[config.mk]
export PLATFORM = sky130hd
export DESIGN_NAME = program_loader
export DESIGN_NICKNAME = d
export VERILOG_FILES = /design/src/rtl/loader_pkg.sv /design/src/rtl/program_loader_byte_packer.sv /design/src/rtl/program_loader.sv
export SDC_FILE = /design/constraint.sdc
export NUM_CORES = 1
export LEC_CHECK = 0
export ABC_AREA = 1
export CAP_MARGIN = 20
export CORE_ASPECT_RATIO = 0.7
export CORE_MARGIN = 2
export CORE_UTILIZATION = 40
export CTS_BUF_LIST = sky130_fd_sc_hd__clkbuf_4
export DETAILED_ROUTE_END_ITERATION = 7
export DONT_BUFFER_PORTS = 1
export PLACE_DENSITY = 0.65
export SYNTH_ARGS = -nofsm -noshare
export SYNTH_HDL_FRONTEND = slang
export SYNTH_SLANG_ARGS = --single-unit
[constraint.sdc]
create_clock -name clk -period 3.3 [get_ports clk]
set_clock_uncertainty 0.15 [all_clocks]
set_input_delay 0.33 -clock clk [delete_from_list [all_inputs] [get_ports clk]]
set_output_delay 0.33 -clock clk [all_outputs]
set_load 0.01 [all_outputs]
[src/rtl/loader_pkg.sv]
// Shared definitions for the program loader: state encoding, stream framing
// constants and a helper telling which states accept stream bytes.
package loader_pkg;

   localparam logic [2:0] ST_HDR_HI = 3'd0;
   localparam logic [2:0] ST_HDR_LO = 3'd1;
   localparam logic [2:0] ST_DATA   = 3'd2;
   localparam logic [2:0] ST_CHK    = 3'd3;
   localparam logic [2:0] ST_DONE   = 3'd4;
   localparam logic [2:0] ST_ERROR  = 3'd5;

   localparam int HDR_BYTES      = 2;
   localparam int BYTES_PER_WORD = 4;

   typedef enum logic [2:0] {
      S_HDR_HI = ST_HDR_HI,
      S_HDR_LO = ST_HDR_LO,
      S_DATA   = ST_DATA,
      S_CHK    = ST_CHK,
      S_DONE   = ST_DONE,
      S_ERROR  = ST_ERROR
   } state_t;

   function automatic logic is_loading(state_t s);
      return s inside {S_HDR_HI, S_HDR_LO, S_DATA, S_CHK};
   endfunction

endpackage

[src/rtl/program_loader_byte_packer.sv]
// byte_packer: assembles big-endian 32-bit words from a byte stream.
// Ports: clk, reset (sync, active-low), clear, byte_en, byte_in -> word, word_valid.
module byte_packer
   import loader_pkg::*;
(
   input  logic        clk,
   input  logic        reset,
   input  logic        clear,
   input  logic        byte_en,
   input  logic [7:0]  byte_in,
   output logic [31:0] word,
   output logic        word_valid
);

   logic [1:0]  cnt;
   logic [23:0] shift;

   // The 4th byte completes the word combinationally so the caller
   // can register the write strobe in the following cycle.
   assign word_valid = byte_en && (cnt == 2'(BYTES_PER_WORD - 1));
   assign word       = {shift, byte_in};

   always_ff @(posedge clk) begin
      if (!reset || clear) begin
         cnt   <= '0;
         shift <= '0;
      end else if (byte_en) begin
         cnt   <= cnt + 2'd1;
         shift <= {shift[15:0], byte_in};
      end
   end

endmodule

[src/rtl/program_loader.sv]
// program_loader: fills instruction memory from a byte stream (16-bit word
// count, then big-endian words) and holds the CPU until the load completes.
// Ports: clk, reset (sync, active-low), in_data/in_valid/in_ready stream,
// reload, imem_we/imem_addr/imem_data write port, cpu_run, load_err.
// Option: LOADER_CHECKSUM_EN adds a trailing XOR checksum byte (state CHK).
module program_loader
   import loader_pkg::*;
#(
   parameter int                DEPTH     = 128,
   parameter int                ADDR_W    = 32,
   parameter logic [ADDR_W-1:0] BASE_ADDR = '0
) (
   input  logic              clk,
   input  logic              reset,
   input  logic [7:0]        in_data,
   input  logic              in_valid,
   output logic              in_ready,
   input  logic              reload,
   output logic              imem_we,
   output logic [ADDR_W-1:0] imem_addr,
   output logic [31:0]       imem_data,
   output logic              cpu_run,
   output logic              load_err
);

   localparam int IDX_W = $clog2(DEPTH + 1);

`ifdef LOADER_CHECKSUM_EN
   localparam state_t S_TAIL = S_CHK;
`else
   localparam state_t S_TAIL = S_DONE;
`endif

   state_t         state_q, state_d;
   logic [7:0]     n_hi;
   logic [15:0]    n_words;
   logic [15:0]    hdr_n;
   logic [IDX_W-1:0] idx;
   logic           xfer;
   logic           pk_en;
   logic           pk_valid;
   logic [31:0]    pk_word;
   logic           last_word;
   logic           reload_ok;

   assign xfer      = in_valid && in_ready;
   assign hdr_n     = {n_hi, in_data};
   assign last_word = (16'(idx) + 16'd1) == n_words;
   assign reload_ok = reload && (state_q == S_DONE || state_q == S_ERROR);
   assign pk_en     = xfer && (state_q == S_DATA);
   assign imem_addr = BASE_ADDR + ADDR_W'({idx, 2'b00});

`ifdef LOADER_CHECKSUM_EN
   logic [7:0] cksum;

   always_ff @(posedge clk) begin
      if (!reset || reload_ok) begin
         cksum <= '0;
      end else if (xfer && state_q != S_CHK) begin
         cksum <= cksum ^ in_data;
      end
   end
`endif

   byte_packer u_packer (
      .clk        (clk),
      .reset      (reset),
      .clear      (reload_ok),
      .byte_en    (pk_en),
      .byte_in    (in_data),
      .word       (pk_word),
      .word_valid (pk_valid)
   );

   always_comb begin
      state_d = state_q;
      case (state_q)
         S_HDR_HI: if (xfer) state_d = S_HDR_LO;
         S_HDR_LO: begin
            if (xfer) begin
               if (hdr_n > 16'(DEPTH)) state_d = S_ERROR;
               else if (hdr_n == 16'd0) state_d = S_TAIL;
               else state_d = S_DATA;
            end
         end
         // Leave on the last byte so no stray byte is taken while the
         // final write strobe is still in flight.
         S_DATA: if (pk_valid && last_word) state_d = S_TAIL;
`ifdef LOADER_CHECKSUM_EN
         S_CHK: begin
            if (xfer) state_d = (in_data == cksum) ? S_DONE : S_ERROR;
         end
`endif
         S_DONE:  if (reload) state_d = S_HDR_HI;
         S_ERROR: if (reload) state_d = S_HDR_HI;
         default: state_d = S_ERROR;
      endcase
   end

   always_ff @(posedge clk) begin
      if (!reset) begin
         state_q   <= S_HDR_HI;
         in_ready  <= 1'b0;
         imem_we   <= 1'b0;
         imem_data <= '0;
         cpu_run   <= 1'b0;
         load_err  <= 1'b0;
         idx       <= '0;
         n_hi      <= '0;
         n_words   <= '0;
      end else begin
         state_q  <= state_d;
         in_ready <= is_loading(state_d);
         cpu_run  <= (state_q == S_DONE) && (state_d == S_DONE);
         load_err <= (state_d == S_ERROR);
         imem_we  <= pk_valid;
         if (pk_valid) imem_data <= pk_word;
         if (reload_ok) idx <= '0;
         else if (imem_we) idx <= idx + 1'b1;
         if (xfer && state_q == S_HDR_HI) n_hi <= in_data;
         if (xfer && state_q == S_HDR_LO) n_words <= hdr_n;
      end
   end

endmodule

==> flow_summary.yaml, run 1 <==
run_status:
  status: "completed"
layout:
  post_route_cells_drive_above_1_share_pct: 7.95
  num_antenna_cells: 0
  area.growth.synth_to_final_pct: 5.69
  final_net_count: 537
detailed_routing:
  ant_nets: 0
  drt_iter0_drc: 221
  vias_per_cell: 4.95
  dr.pass1.iters: 4
  vias: 3249
  number_of_remaining_drc_errors: 0
  avgRoutedWirePerCell_um: 14.2
  route.final.wire_length_mm: 9.33
global_routing:
  grt_start_max_net_pins: 51
  global_route.overflow_total: 0
  gr-usage-all-layers_pct: 18.1
  number_of_global_route_vias_before_repair: 2915
  antenna_found_initial: 0
  wire_length_of_the_first_global_routing_pass_mm: 15.1
sta:
  slew_violations: 0
  hold_ws_ns: 0.0422
  layout_min_cycle_time_ns: 2.14
  maxClockFrequency_mhz: 468
  report.final.setup_viol: 0
  finalHoldViolCount: 0
  worst_pin_slew_ns: 0.677
  final_min_period_over_clock_period_pct: 64.8
  timing.slew.headroom_pct: 54.8
  setup_repair_after_global_routing_missed_its_margin: "no"
  finalSetupTns_ns: 0
setup_path:
  timing.critical_path.required_ns: 3.55
  reg2reg_depth: 15
  arrival_ns: 2.39
  critPathLaunchType: "flop"
  path_max_fanout: 6
  timing_worst_setup_path_type: "flop to flop"
  endpoint_kind: "flop"
die:
  core_area_mm2: 0.00972
  std_cell_rows: 30
  initial_utilization_pct: 41.2
  floorplan.io_pins: 80
  fp.dieW_um: 124
  die_h_um: 87.7
  die_area_mm2: 0.0108
power:
  leakage_power_nw: 1.66
  ir_worst_vdd_mv: 0.156
  p_per_area_mw_per_mm2: 467
clock_tree:
  clockBufferDepth: 2
  worst_setup_hold_path_clk_slew_ns: 0.14
  cts_max_level: 3
  cts_root_buf: "sky130_fd_sc_hd__clkbuf_4"
  tritoncts.num_buffers: 9
  number_of_post_cts_setup_repair_buffers: 0
  tritoncts_num_sinks: 97
  clock_insertion_delay_worst_skew_ns: 0.46
  clock_tree_from_tritoncts: "built"
yosys:
  synth_sequential_area_ratio_pct: 48.5
  avgSynthCellArea_um2: 7.64
  postSynthRegisterBits: 97
  synth_warnings: 0
  synthesis.instances: 524
  yosys.cell_types.count: 24
  synth.cell_area_mm2: 0.00401
place:
  gp_routability_congestion: 0.854
  port-buffer-count: 0
  hpwlAfterDp_mm: 6.55
job:
  max-cap-violations: 0
worst_hold_path:
  min-delay-path-class: "primary input to flop"
  hold-path-cell-count: 2
-- cells by family (layout without fill, tap and decap cells) --
logic type / count (synthesis) / in the layout / synth area share, %
buffers and inverters: 110 / 91 / 13.1
AND/OR/NAND/NOR: 179 / 179 / 20.3
other: 1 / 24 / 0.0936
AO/OA/AOI/OAI: 135 / 135 / 17.4
adder cells (fa/ha/maj): 2 / 2 / 0.625
flip-flops: 97 / 97 / 48.5
-- cell type report --
class / count / area, µm²
tap: 128 / 160
timing repair buffer: 12 / 125
fill: 960 / 5490
inverter: 63 / 236
multi-input combinational: 340 / 1630
clock inverter: 7 / 75.1
sequential: 97 / 1940
clock buffer: 9 / 67.6
-- stage by stage --
step / total power [W] / util, % / area, µm² / cells / setup slack [ns]
floorplan: 0.00134 / - / 4090 / 547 / 1.51
global placement: 0.00133 / 40.9 / 3980 / 630 / 1.26
detailed placement: 0.00133 / 40.9 / 3980 / 630 / 1.22
CTS: 0.00200 / 43.5 / 4230 / 656 / 1.19
global route: 0.00207 / 43.5 / 4230 / 656 / 0.952
finish: 0.00198 / 43.5 / 4230 / 656 / 1.16
-- sequential cells by signal, indices dropped and copies added, names as in the netlist, 2 cells and up --
name / count
u_packer.shift: 24
n_hi: 8
n_words: 16
idx: 8
u_packer.cnt: 2
state_q: 3
imem_data: 32
-- worst max-delay path, stage by stage, from the launching register on --
cell                      delay [ns]
sky130_fd_sc_hd__dfxtp_1        0.52
sky130_fd_sc_hd__ha_1           0.27
sky130_fd_sc_hd__nand2_1        0.12
sky130_fd_sc_hd__nor2_2         0.15
sky130_fd_sc_hd__inv_1          0.08
sky130_fd_sc_hd__nand2_2        0.06
sky130_fd_sc_hd__nand2_1        0.05
sky130_fd_sc_hd__nand2_1        0.05
sky130_fd_sc_hd__nand2_1        0.05
sky130_fd_sc_hd__nor2_1         0.10
sky130_fd_sc_hd__nand3_1        0.11
sky130_fd_sc_hd__nand2_2        0.09
sky130_fd_sc_hd__nand2_2        0.06
sky130_fd_sc_hd__nand2_2        0.08
sky130_fd_sc_hd__nand2_2        0.06
sky130_fd_sc_hd__nor2_2         0.09
-- worst paths after layout --
kind,start,endpoint,slack [ns]
min,reset,in_ready$_SDFF_PN0_,0.04
min reg2reg,n_words[13]$_SDFFE_PN0P_,n_words[13]$_SDFFE_PN0P_,0.32
max,idx[0]$_SDFFE_PP0P_,cpu_run$_SDFF_PN0_,1.16
max reg2reg,idx[0]$_SDFFE_PP0P_,cpu_run$_SDFF_PN0_,1.16
-- cells in the final DEF, fill, tap and decap left out --
cell type / Yosys / final
sky130_fd_sc_hd__nand2_1: 69 / 69
sky130_fd_sc_hd__clkinvlp_4: 0 / 2
sky130_fd_sc_hd__dlygate4sd3_1: 0 / 9
sky130_fd_sc_hd__dfxtp_1: 97 / 97
sky130_fd_sc_hd__inv_6: 0 / 3
sky130_fd_sc_hd__buf_12: 0 / 1
sky130_fd_sc_hd__nand4_1: 4 / 4
sky130_fd_sc_hd__o21ai_0: 72 / 72
sky130_fd_sc_hd__clkinv_1: 1 / 2
sky130_fd_sc_hd__nand3b_1: 1 / 1
sky130_fd_sc_hd__o211ai_1: 1 / 1
sky130_fd_sc_hd__ha_1: 2 / 2
sky130_fd_sc_hd__a21oi_1: 53 / 53
sky130_fd_sc_hd__buf_4: 25 / 2
sky130_fd_sc_hd__nand3_1: 41 / 41
sky130_fd_sc_hd__nor2_1: 43 / 43
sky130_fd_sc_hd__inv_1: 59 / 59
sky130_fd_sc_hd__nand2_2: 10 / 10
sky130_fd_sc_hd__conb_1: 1 / 24
sky130_fd_sc_hd__nor2_2: 6 / 6
sky130_fd_sc_hd__nand3_2: 1 / 1
sky130_fd_sc_hd__nor2_4: 4 / 4
sky130_fd_sc_hd__o21ai_1: 1 / 1
sky130_fd_sc_hd__bufinv_16: 0 / 1
sky130_fd_sc_hd__a211oi_1: 8 / 8
sky130_fd_sc_hd__inv_2: 3 / 3
sky130_fd_sc_hd__clkbuf_4: 0 / 9
-- layer usage --
metal / up-vias / share of wire, % / global-route usage (%) / wire length, µm
li1: 1661 / - / - / -
met1: 1472 / 47 / 24.4 / 4430
met2: 104 / 42 / 26.1 / 3920
met3: 12 / 9.6 / 9.18 / 896
met4: 0 / 0.91 / 3.93 / 85
met5: - / 0 / 0 / 0
-- synth_stat cells --
library cell / count / area [µm²]
sky130_fd_sc_hd__nand3_1: 41 / 205
sky130_fd_sc_hd__nor2_1: 43 / 161
sky130_fd_sc_hd__nand2_1: 69 / 259
sky130_fd_sc_hd__nor2_4: 4 / 45.0
sky130_fd_sc_hd__inv_1: 59 / 221
sky130_fd_sc_hd__bufbuf_8: 1 / 18.8
sky130_fd_sc_hd__nand4_1: 4 / 25.0
sky130_fd_sc_hd__conb_1: 1 / 3.75
sky130_fd_sc_hd__buf_4: 25 / 188
sky130_fd_sc_hd__nand2_2: 10 / 62.6
sky130_fd_sc_hd__o21ai_1: 1 / 5.00
sky130_fd_sc_hd__buf_2: 1 / 5.00
sky130_fd_sc_hd__a21oi_1: 53 / 265
sky130_fd_sc_hd__o21ai_0: 72 / 360
sky130_fd_sc_hd__o211ai_1: 1 / 7.51
sky130_fd_sc_hd__inv_2: 3 / 11.3
sky130_fd_sc_hd__nand3b_1: 1 / 7.51
sky130_fd_sc_hd__nand3_2: 1 / 10.0
sky130_fd_sc_hd__clkinv_1: 1 / 3.75
sky130_fd_sc_hd__a211oi_1: 8 / 60.1
sky130_fd_sc_hd__dfxtp_1: 97 / 1940
sky130_fd_sc_hd__clkbuf_1: 20 / 75.1
sky130_fd_sc_hd__nor2_2: 6 / 37.5
sky130_fd_sc_hd__ha_1: 2 / 25.0
-- repair_timing --
action	4_1_cts	5_1_grt
gates resized for setup	0	0
hold buffers	10	0
endpoints found under the hold margin	60	0
-- report_power, final --
| part | switching [W] | internal, W | leakage (nW) | total, W |
|---|---|---|---|---|
| combinational | 0.0000841 | 0.0000353 | 0.801 | 0.000119 |
| sequential | 0.0000154 | 0.00119 | 0.784 | 0.00121 |
| clock | 0.000415 | 0.000237 | 0.0710 | 0.000651 |
Power figures use the tool's default switching activity.
==> run 2, diff against run 1 <==
--- a/config.mk
+++ b/config.mk
@@ -13,7 +13,7 @@
 export CTS_BUF_LIST = sky130_fd_sc_hd__clkbuf_4
 export DETAILED_ROUTE_END_ITERATION = 7
 export DONT_BUFFER_PORTS = 1
-export PLACE_DENSITY = 0.65
+export PLACE_DENSITY = 0.67
 export SYNTH_ARGS = -nofsm -noshare
 export SYNTH_HDL_FRONTEND = slang
 export SYNTH_SLANG_ARGS = --single-unit
==> constraint.sdc (replaced) <==
create_clock -name clk -period 1.95 [get_ports clk]
set_clock_uncertainty 0.15 [all_clocks]
set_input_delay 0.195 -clock clk [delete_from_list [all_inputs] [get_ports clk]]
set_output_delay 0.195 -clock clk [all_outputs]
set_load 0.01 [all_outputs]
==> run 2 against run 1 <==
- sequential share of layout area fell by 2.0 points
- utilization rose by 2.1 points
- cell count rose by 2.4%
- sequential power rose by 69%
- global-route usage fell by 0.39 points
- final area rose by 4.8%
- wire length fell by 0.40%
- combinational power rose by 85%
- hold slack improved by 0.28 ns
- first-iteration DRC count fell by 5.0%
==> flow_summary.yaml, run 2 (synthesized netlist as in run 1, its figures left out) <==
run_status:
  status: "completed"
layout:
  most_frequent_standard_cell_in_the_layout_excluding_fill_and_tap_cells: "sky130_fd_sc_hd__dfxtp_1"
  largest_registers_ranked_by_flip_flop_count: "imem_data x32, u_packer.shift x24, n_words x16"
  post_route_cells_drive_above_1_share_pct: 11.8
  num-fill-cells: 996
  finalInstanceArea_mm2: 0.00443
  layout.core_utilization_pct: 45.6
  seqCellArea_mm2: 0.00195
  top_library_cells_by_usage_in_the_layout_fill_and_taps_aside: "sky130_fd_sc_hd__dfxtp_1, sky130_fd_sc_hd__o21ai_0, sky130_fd_sc_hd__nand2_1, sky130_fd_sc_hd__inv_1, sky130_fd_sc_hd__a21oi_1"
  multiInputGateArea_mm2: 0.00166
  largest_register_ff_count: 32
  area.growth.synth_to_final_pct: 10.7
  registers.top_by_ff_count: "imem_data"
  final_net_count: 553
  num_antenna_cells: 0
setup_path:
  worstReg2RegEnd: "cpu_run$_SDFF_PN0_"
  crit_buf_inv: 2
  timing.rr.start: "idx[0]$_SDFFE_PP0P_"
  timing.critical_path.slowest_cell_delay_ns: 0.39
  endpoint_kind: "flop"
  arrival_ns: 2.10
  cpLargestDelayFamily: "simple AND/OR/NAND/NOR gates"
  rrSetupSlack_ns: 0.11
  cp_cell_sequence: "buf_4, inv_2, nor2_4, nand2_2, nand2_2, nand2_1, nand2_1, nand2_1, nor2_2, nand3_1, nand2_2, nand2_2, nand2_2, nand2_2, nor2_2"
  reg2reg_depth: 15
  path_max_fanout: 5
  critPathLaunchType: "flop"
  timing.critical_path.required_ns: 2.21
  critical-path-top-cell-by-count: "sky130_fd_sc_hd__nand2_2"
  crit_path_top_delay_cell: "sky130_fd_sc_hd__dfxtp_2"
  timing_worst_setup_path_type: "flop to flop"
place:
  placed_cell_area_mm2: 0.00409
  hpwlAfterDp_mm: 6.73
  gp_routability_congestion: 0.820
  port-buffer-count: 0
global_routing:
  number_of_global_route_vias_before_repair: 2951
  grt_start_max_net_pins: 53
  global_route.overflow_total: 0
  antenna_found_initial: 0
  gr-usage-all-layers_pct: 17.7
  wire_length_of_the_first_global_routing_pass_mm: 14.7
detailed_routing:
  vias: 3316
  dr.pass1.iters: 5
  route.final.wire_length_mm: 9.29
  vias_per_cell: 4.93
  drt_iter0_drc: 210
  number_of_remaining_drc_errors: 0
  ant_nets: 0
  avgRoutedWirePerCell_um: 13.8
clock_tree:
  clock_insertion_delay_worst_skew_ns: 0.47
  clockBufferDepth: 2
  cts_root_buf: "sky130_fd_sc_hd__clkbuf_4"
  tritoncts_num_sinks: 97
  clock_tree_from_tritoncts: "built"
  worst_setup_hold_path_clk_slew_ns: 0.15
  cts_max_level: 3
  tritoncts.num_buffers: 9
sta:
  finalSetupTns_ns: 0
  slew_violations: 0
  final_min_period_over_clock_period_pct: 94.2
  report.final.setup_viol: 0
  finalHoldViolCount: 0
  layout_min_cycle_time_ns: 1.84
  timing.slew.headroom_pct: 56.3
  worst_pin_slew_ns: 0.654
  maxClockFrequency_mhz: 544
job:
  max-cap-violations: 0
worst_hold_path:
  whs_endpoint: "n_words[13]$_SDFFE_PN0P_"
  min-delay-path-class: "flop to flop"
  hold-path-cell-count: 2
  timing.hold.worst.start: "n_words[13]$_SDFFE_PN0P_"
die:
  floorplan.io_pins: 80
  die_area_mm2: 0.0108
  initial_utilization_pct: 41.2
  core_area_mm2: 0.00972
  die_h_um: 87.7
  fp.dieW_um: 124
  std_cell_rows: 30
power:
  leakage_power_nw: 1.76
  ir_worst_vdd_mv: 0.417
  p_per_area_mw_per_mm2: 810
run 2: changes by cell type in the layout (fill, tap and decap cells not counted), sizes merged:
cell         previous run  this run
buf                     3        17
bufinv                  1         3
dlygate4sd3             9        11
inv                    65        63
run 2: what timing repair did:
item	in CTS	in global routing
setup endpoints to repair	0	4
setup buffers	0	0
hold endpoints to repair	82	0
gates resized for setup	0	10
hold buffers	12	0
run 2: area by class of cell:
class	count	area share [%]
clock buffers	9	1.52
inverters	63	5.33
multi-input cells	340	37.3
well taps	128	3.61
flip-flops and latches	97	43.9
clock inverters	7	2.65
repair buffers	28	5.64
run 2: per-layer routing:
layer,track usage [%],vias up,wire length [µm]
li1,-,1690,-
met1,24.0,1532,4540
met2,25.5,82,3890
met3,7.42,12,740
met4,5.89,0,114
met5,0,-,0
run 2: worst max path at each step:
stage	endpoint	cells after the start	slack, ns	start
after floorplan	cpu_run$_SDFF_PN0_	15	0.16	idx[0]$_SDFFE_PP0P_
after global placement	load_err$_SDFF_PN0_	13	0.19	idx[0]$_SDFFE_PP0P_
after detailed placement	cpu_run$_SDFF_PN0_	15	0.16	idx[0]$_SDFFE_PP0P_
after CTS	cpu_run$_SDFF_PN0_	15	0.10	idx[0]$_SDFFE_PP0P_
after global routing	cpu_run$_SDFF_PN0_	15	-0.01	idx[0]$_SDFFE_PP0P_
final	cpu_run$_SDFF_PN0_	15	0.11	idx[0]$_SDFFE_PP0P_
run 2: power breakdown:
group | total (W) | switching, W | internal, W
sequential | 0.00204 | 0.0000240 | 0.00201
combinational | 0.000220 | 0.000150 | 0.0000699
clock | 0.00133 | 0.000685 | 0.000648
run 2: tightest hold or removal path, cell delays in order (launching register included):
cell,delay [ns]
sky130_fd_sc_hd__dfxtp_1,0.33
sky130_fd_sc_hd__inv_1,0.06
sky130_fd_sc_hd__a21oi_1,0.06
run 2: metrics by stage:
stage / hold slack [ns] / worst slack (ns) / instances / total power, W
after floorplan: 0.225 / 0.162 / 547 / 0.00226
final: 0.320 / 0.113 / 672 / 0.00359
after CTS: 0.317 / 0.100 / 672 / 0.00362
after detailed placement: 0.178 / 0.160 / 644 / 0.00226
after global placement: 0.170 / 0.190 / 644 / 0.00225
after global routing: 0.330 / -0.0119 / 672 / 0.00373
==> run 3, diff against run 2 <==
--- a/config.mk
+++ b/config.mk
@@ -5,7 +5,6 @@
 export SDC_FILE = /design/constraint.sdc
 export NUM_CORES = 1
 export LEC_CHECK = 0
-export ABC_AREA = 1
 export CAP_MARGIN = 20
 export CORE_ASPECT_RATIO = 0.7
 export CORE_MARGIN = 2
==> run 3 against run 2 <==
- synthesized cell count decreased by 8.0%
- the run now ends with setup timing left
- critical path type unchanged
- critical endpoint is now state_q[2]$_SDFF_PN0_
- hold slack got worse by 0.22 ns
- largest power group unchanged
- sequential cell count unchanged
- cell count decreased by 5.5%
==> flow_summary.yaml, run 3 <==
place:
  gp_routability_congestion: 0.900
  hpwlAfterDp_mm: 6.64
  port-buffer-count: 0
  placed_cell_area_mm2: 0.00425
setup_path:
  endpoint_kind: "flop"
  crit_path_top_delay_cell: "sky130_fd_sc_hd__or4_1"
  cp_cell_sequence: "or4_1, nor2_1, a31oi_1, o21bai_1, o31ai_2"
  arrival_ns: 2.15
  reg2reg_depth: 5
  crit_buf_inv: 0
  timing.critical_path.slowest_cell_delay_ns: 0.55
  cpLargestDelayFamily: "simple AND/OR/NAND/NOR gates"
  timing_worst_setup_path_type: "flop to flop"
  critical_path_cell_count: 5
  path_max_fanout: 3
  critPathLaunchType: "flop"
  timing.critical_path.required_ns: 2.13
layout:
  largest_registers_ranked_by_flip_flop_count: "imem_data x32, u_packer.shift x24, n_words x16"
  top_library_cells_by_usage_in_the_layout_fill_and_taps_aside: "sky130_fd_sc_hd__nand2_1, sky130_fd_sc_hd__dfxtp_1, sky130_fd_sc_hd__a21oi_1, sky130_fd_sc_hd__nor2_1, sky130_fd_sc_hd__mux2i_1"
  area.growth.synth_to_final_pct: 13.1
  num_antenna_cells: 0
  most_frequent_standard_cell_in_the_layout_excluding_fill_and_tap_cells: "sky130_fd_sc_hd__nand2_1"
  post_route_cells_drive_above_1_share_pct: 13.4
  registers.top_by_ff_count: "imem_data"
  num-fill-cells: 968
  largest_register_ff_count: 32
  final_net_count: 516
  layout.core_utilization_pct: 47.2
  finalInstanceArea_mm2: 0.00464
detailed_routing:
  ant_nets: 0
  number_of_remaining_drc_errors: 0
  vias: 3304
  avgRoutedWirePerCell_um: 15.5
  vias_per_cell: 5.20
  dr.pass1.iters: 4
  route.final.wire_length_mm: 9.84
  drt_iter0_drc: 260
yosys:
  ys.flop_type: "sky130_fd_sc_hd__dfxtp_1"
  yosys.area.top_type: "sky130_fd_sc_hd__dfxtp_1"
  synth_warnings: 0
  count_leader_synth: "sky130_fd_sc_hd__nand2_1"
  synthesis.instances: 482
  synth_area_leaders: "sky130_fd_sc_hd__dfxtp_1, sky130_fd_sc_hd__nand2_1, sky130_fd_sc_hd__a21oi_1"
  yosys.cell_types.count: 52
  synth_sequential_area_ratio_pct: 47.3
  postSynthRegisterBits: 97
  synth_largest_type_area_fraction_pct: 47.3
  synth-async-reset-ratio_pct: 0
  synth.cell_area_mm2: 0.00411
  most_frequent_cells_after_synthesis: "sky130_fd_sc_hd__nand2_1, sky130_fd_sc_hd__dfxtp_1, sky130_fd_sc_hd__a21oi_1, sky130_fd_sc_hd__nor2_1, sky130_fd_sc_hd__buf_4"
  synth-edff-count: 0
  avgSynthCellArea_um2: 8.52
die:
  floorplan.io_pins: 80
  std_cell_rows: 30
  die_area_mm2: 0.0111
  core_area_mm2: 0.00983
  fp.dieW_um: 125
  initial_utilization_pct: 41.8
  die_h_um: 88.8
clock_tree:
  cts_root_buf: "sky130_fd_sc_hd__clkbuf_4"
  clock_tree_from_tritoncts: "built"
  clockBufferDepth: 2
  cts_max_level: 3
  tritoncts_num_sinks: 97
  tritoncts.num_buffers: 9
  clock_insertion_delay_worst_skew_ns: 0.43
  worst_setup_hold_path_clk_slew_ns: 0.14
worst_hold_path:
  hold-path-cell-count: 3
  min-delay-path-class: "primary input to flop"
sta:
  setup_repair_after_global_routing_missed_its_margin: "yes"
  maxClockFrequency_mhz: 508
  layout_min_cycle_time_ns: 1.97
  slew_violations: 0
  report.final.setup_viol: 1
  finalHoldViolCount: 0
  setup_ws_ns: -0.0190
  final_min_period_over_clock_period_pct: 101
power:
  leakage_power_nw: 1.73
  p_per_area_mw_per_mm2: 729
  ir_worst_vdd_mv: 0.615
  p_total_w: 0.00338
run_status:
  violations: "setup timing"
  status: "finished, violations left"
global_routing:
  gr-usage-all-layers_pct: 18.1
  wire_length_of_the_first_global_routing_pass_mm: 15.7
  global_route.overflow_total: 0
  antenna_found_initial: 0
  number_of_global_route_vias_before_repair: 2972
  grt_start_max_net_pins: 45
job:
  max-cap-violations: 0
[run 3: cell types whose count changed after synthesis, moves of 6 or more]
cell,before,now
sky130_fd_sc_hd__nand3_1,41,5
sky130_fd_sc_hd__inv_1,59,1
sky130_fd_sc_hd__nor2_1,43,36
sky130_fd_sc_hd__buf_2,1,10
sky130_fd_sc_hd__xor2_1,0,10
sky130_fd_sc_hd__a211oi_1,8,0
sky130_fd_sc_hd__mux2i_1,0,25
sky130_fd_sc_hd__o21ai_0,72,2
sky130_fd_sc_hd__nor2_2,6,0
sky130_fd_sc_hd__a21oi_1,53,59
sky130_fd_sc_hd__nand2_2,10,0
sky130_fd_sc_hd__nand2_1,69,127
[run 3: path summary, 6_finish.rpt]
check	slack (ns)	end	startpoint
max	-0.02	state_q[2]$_SDFF_PN0_	n_hi[3]$_SDFFE_PN0P_
min	0.1	state_q[0]$_SDFF_PN0_	in_data[1]
max reg2reg	-0.02	state_q[2]$_SDFF_PN0_	n_hi[3]$_SDFFE_PN0P_
min reg2reg	0.32	u_packer.shift[22]$_SDFFE_PP0P_	u_packer.shift[22]$_SDFFE_PP0P_
[run 3: per-stage QoR]
step / TNS [ns] / hold WS, ns / setup slack (ns) / instances
finish: -0.0190 / 0.0967 / -0.0190 / 635
global route: -0.0781 / 0.0406 / -0.0458 / 635
CTS: -0.0805 / 0.000300 / -0.0446 / 634
detailed placement: -0.0344 / 0.131 / -0.0344 / 604
global placement: 0 / 0.132 / 0.0346 / 604
floorplan: 0 / 0.124 / 0.000327 / 505
[run 3: kinds of logic after synthesis]
kind of cell | Yosys count | share of synthesized area, %
AND/OR/NAND/NOR | 200 | 20.9
flip-flops | 97 | 47.3
AO/OA/AOI/OAI | 85 | 13.4
buffers and inverters | 57 | 8.44
multiplexers | 25 | 6.09
XOR/XNOR | 15 | 3.20
adder cells (fa/ha/maj) | 2 | 0.609
other | 1 | 0.0913
[run 3: power by group]
| group | leakage [nW] | internal (W) | switching, W |
|---|---|---|---|
| registers | 0.786 | 0.00200 | 0.0000181 |
| clock network | 0.0878 | 0.000529 | 0.000630 |
| logic | 0.854 | 0.0000756 | 0.000132 |
[run 3: routing by layer]
layer  global-route usage (%)  routed length (µm)  vias up  share of wire [%]
met2                     25.3                4010      108                 41
met3                     9.79                1100        7                 11
met4                     3.64                  50        0               0.51
met5                        0                   0        -                  0
met1                     24.6                4690     1587                 48
li1                         -                   -     1602                  -
[run 3: area by class of cell]
cell class | instances | area [µm²] | share of cell area (%)
Tap cell | 128 | 160 | 3.45
Inverter | 2 | 7.51 | 0.162
Clock inverter | 6 | 82.6 | 1.78
Sequential cell | 97 | 1950 | 42.1
Clock buffer | 10 | 75.1 | 1.62
Timing Repair Buffer | 41 | 389 | 8.38
Multi-Input combinational cell | 351 | 1980 | 42.6
[run 3: what timing repair did]
action,in CTS,in global routing
hold buffers,12,1
endpoints found under the hold margin,54,1
pin swaps,6,4
endpoints found under the setup margin,1,3
resized for setup,6,15
cloned,0,0
setup buffers,2,0
[run 3: worst register-to-register path, stage by stage (launching register included)]
cell and delay (ns):
sky130_fd_sc_hd__dfxtp_1 0.35, sky130_fd_sc_hd__or4_1 0.55, sky130_fd_sc_hd__nor2_1 0.29, sky130_fd_sc_hd__a31oi_1 0.22, sky130_fd_sc_hd__o21bai_1 0.23, sky130_fd_sc_hd__o31ai_2 0.09
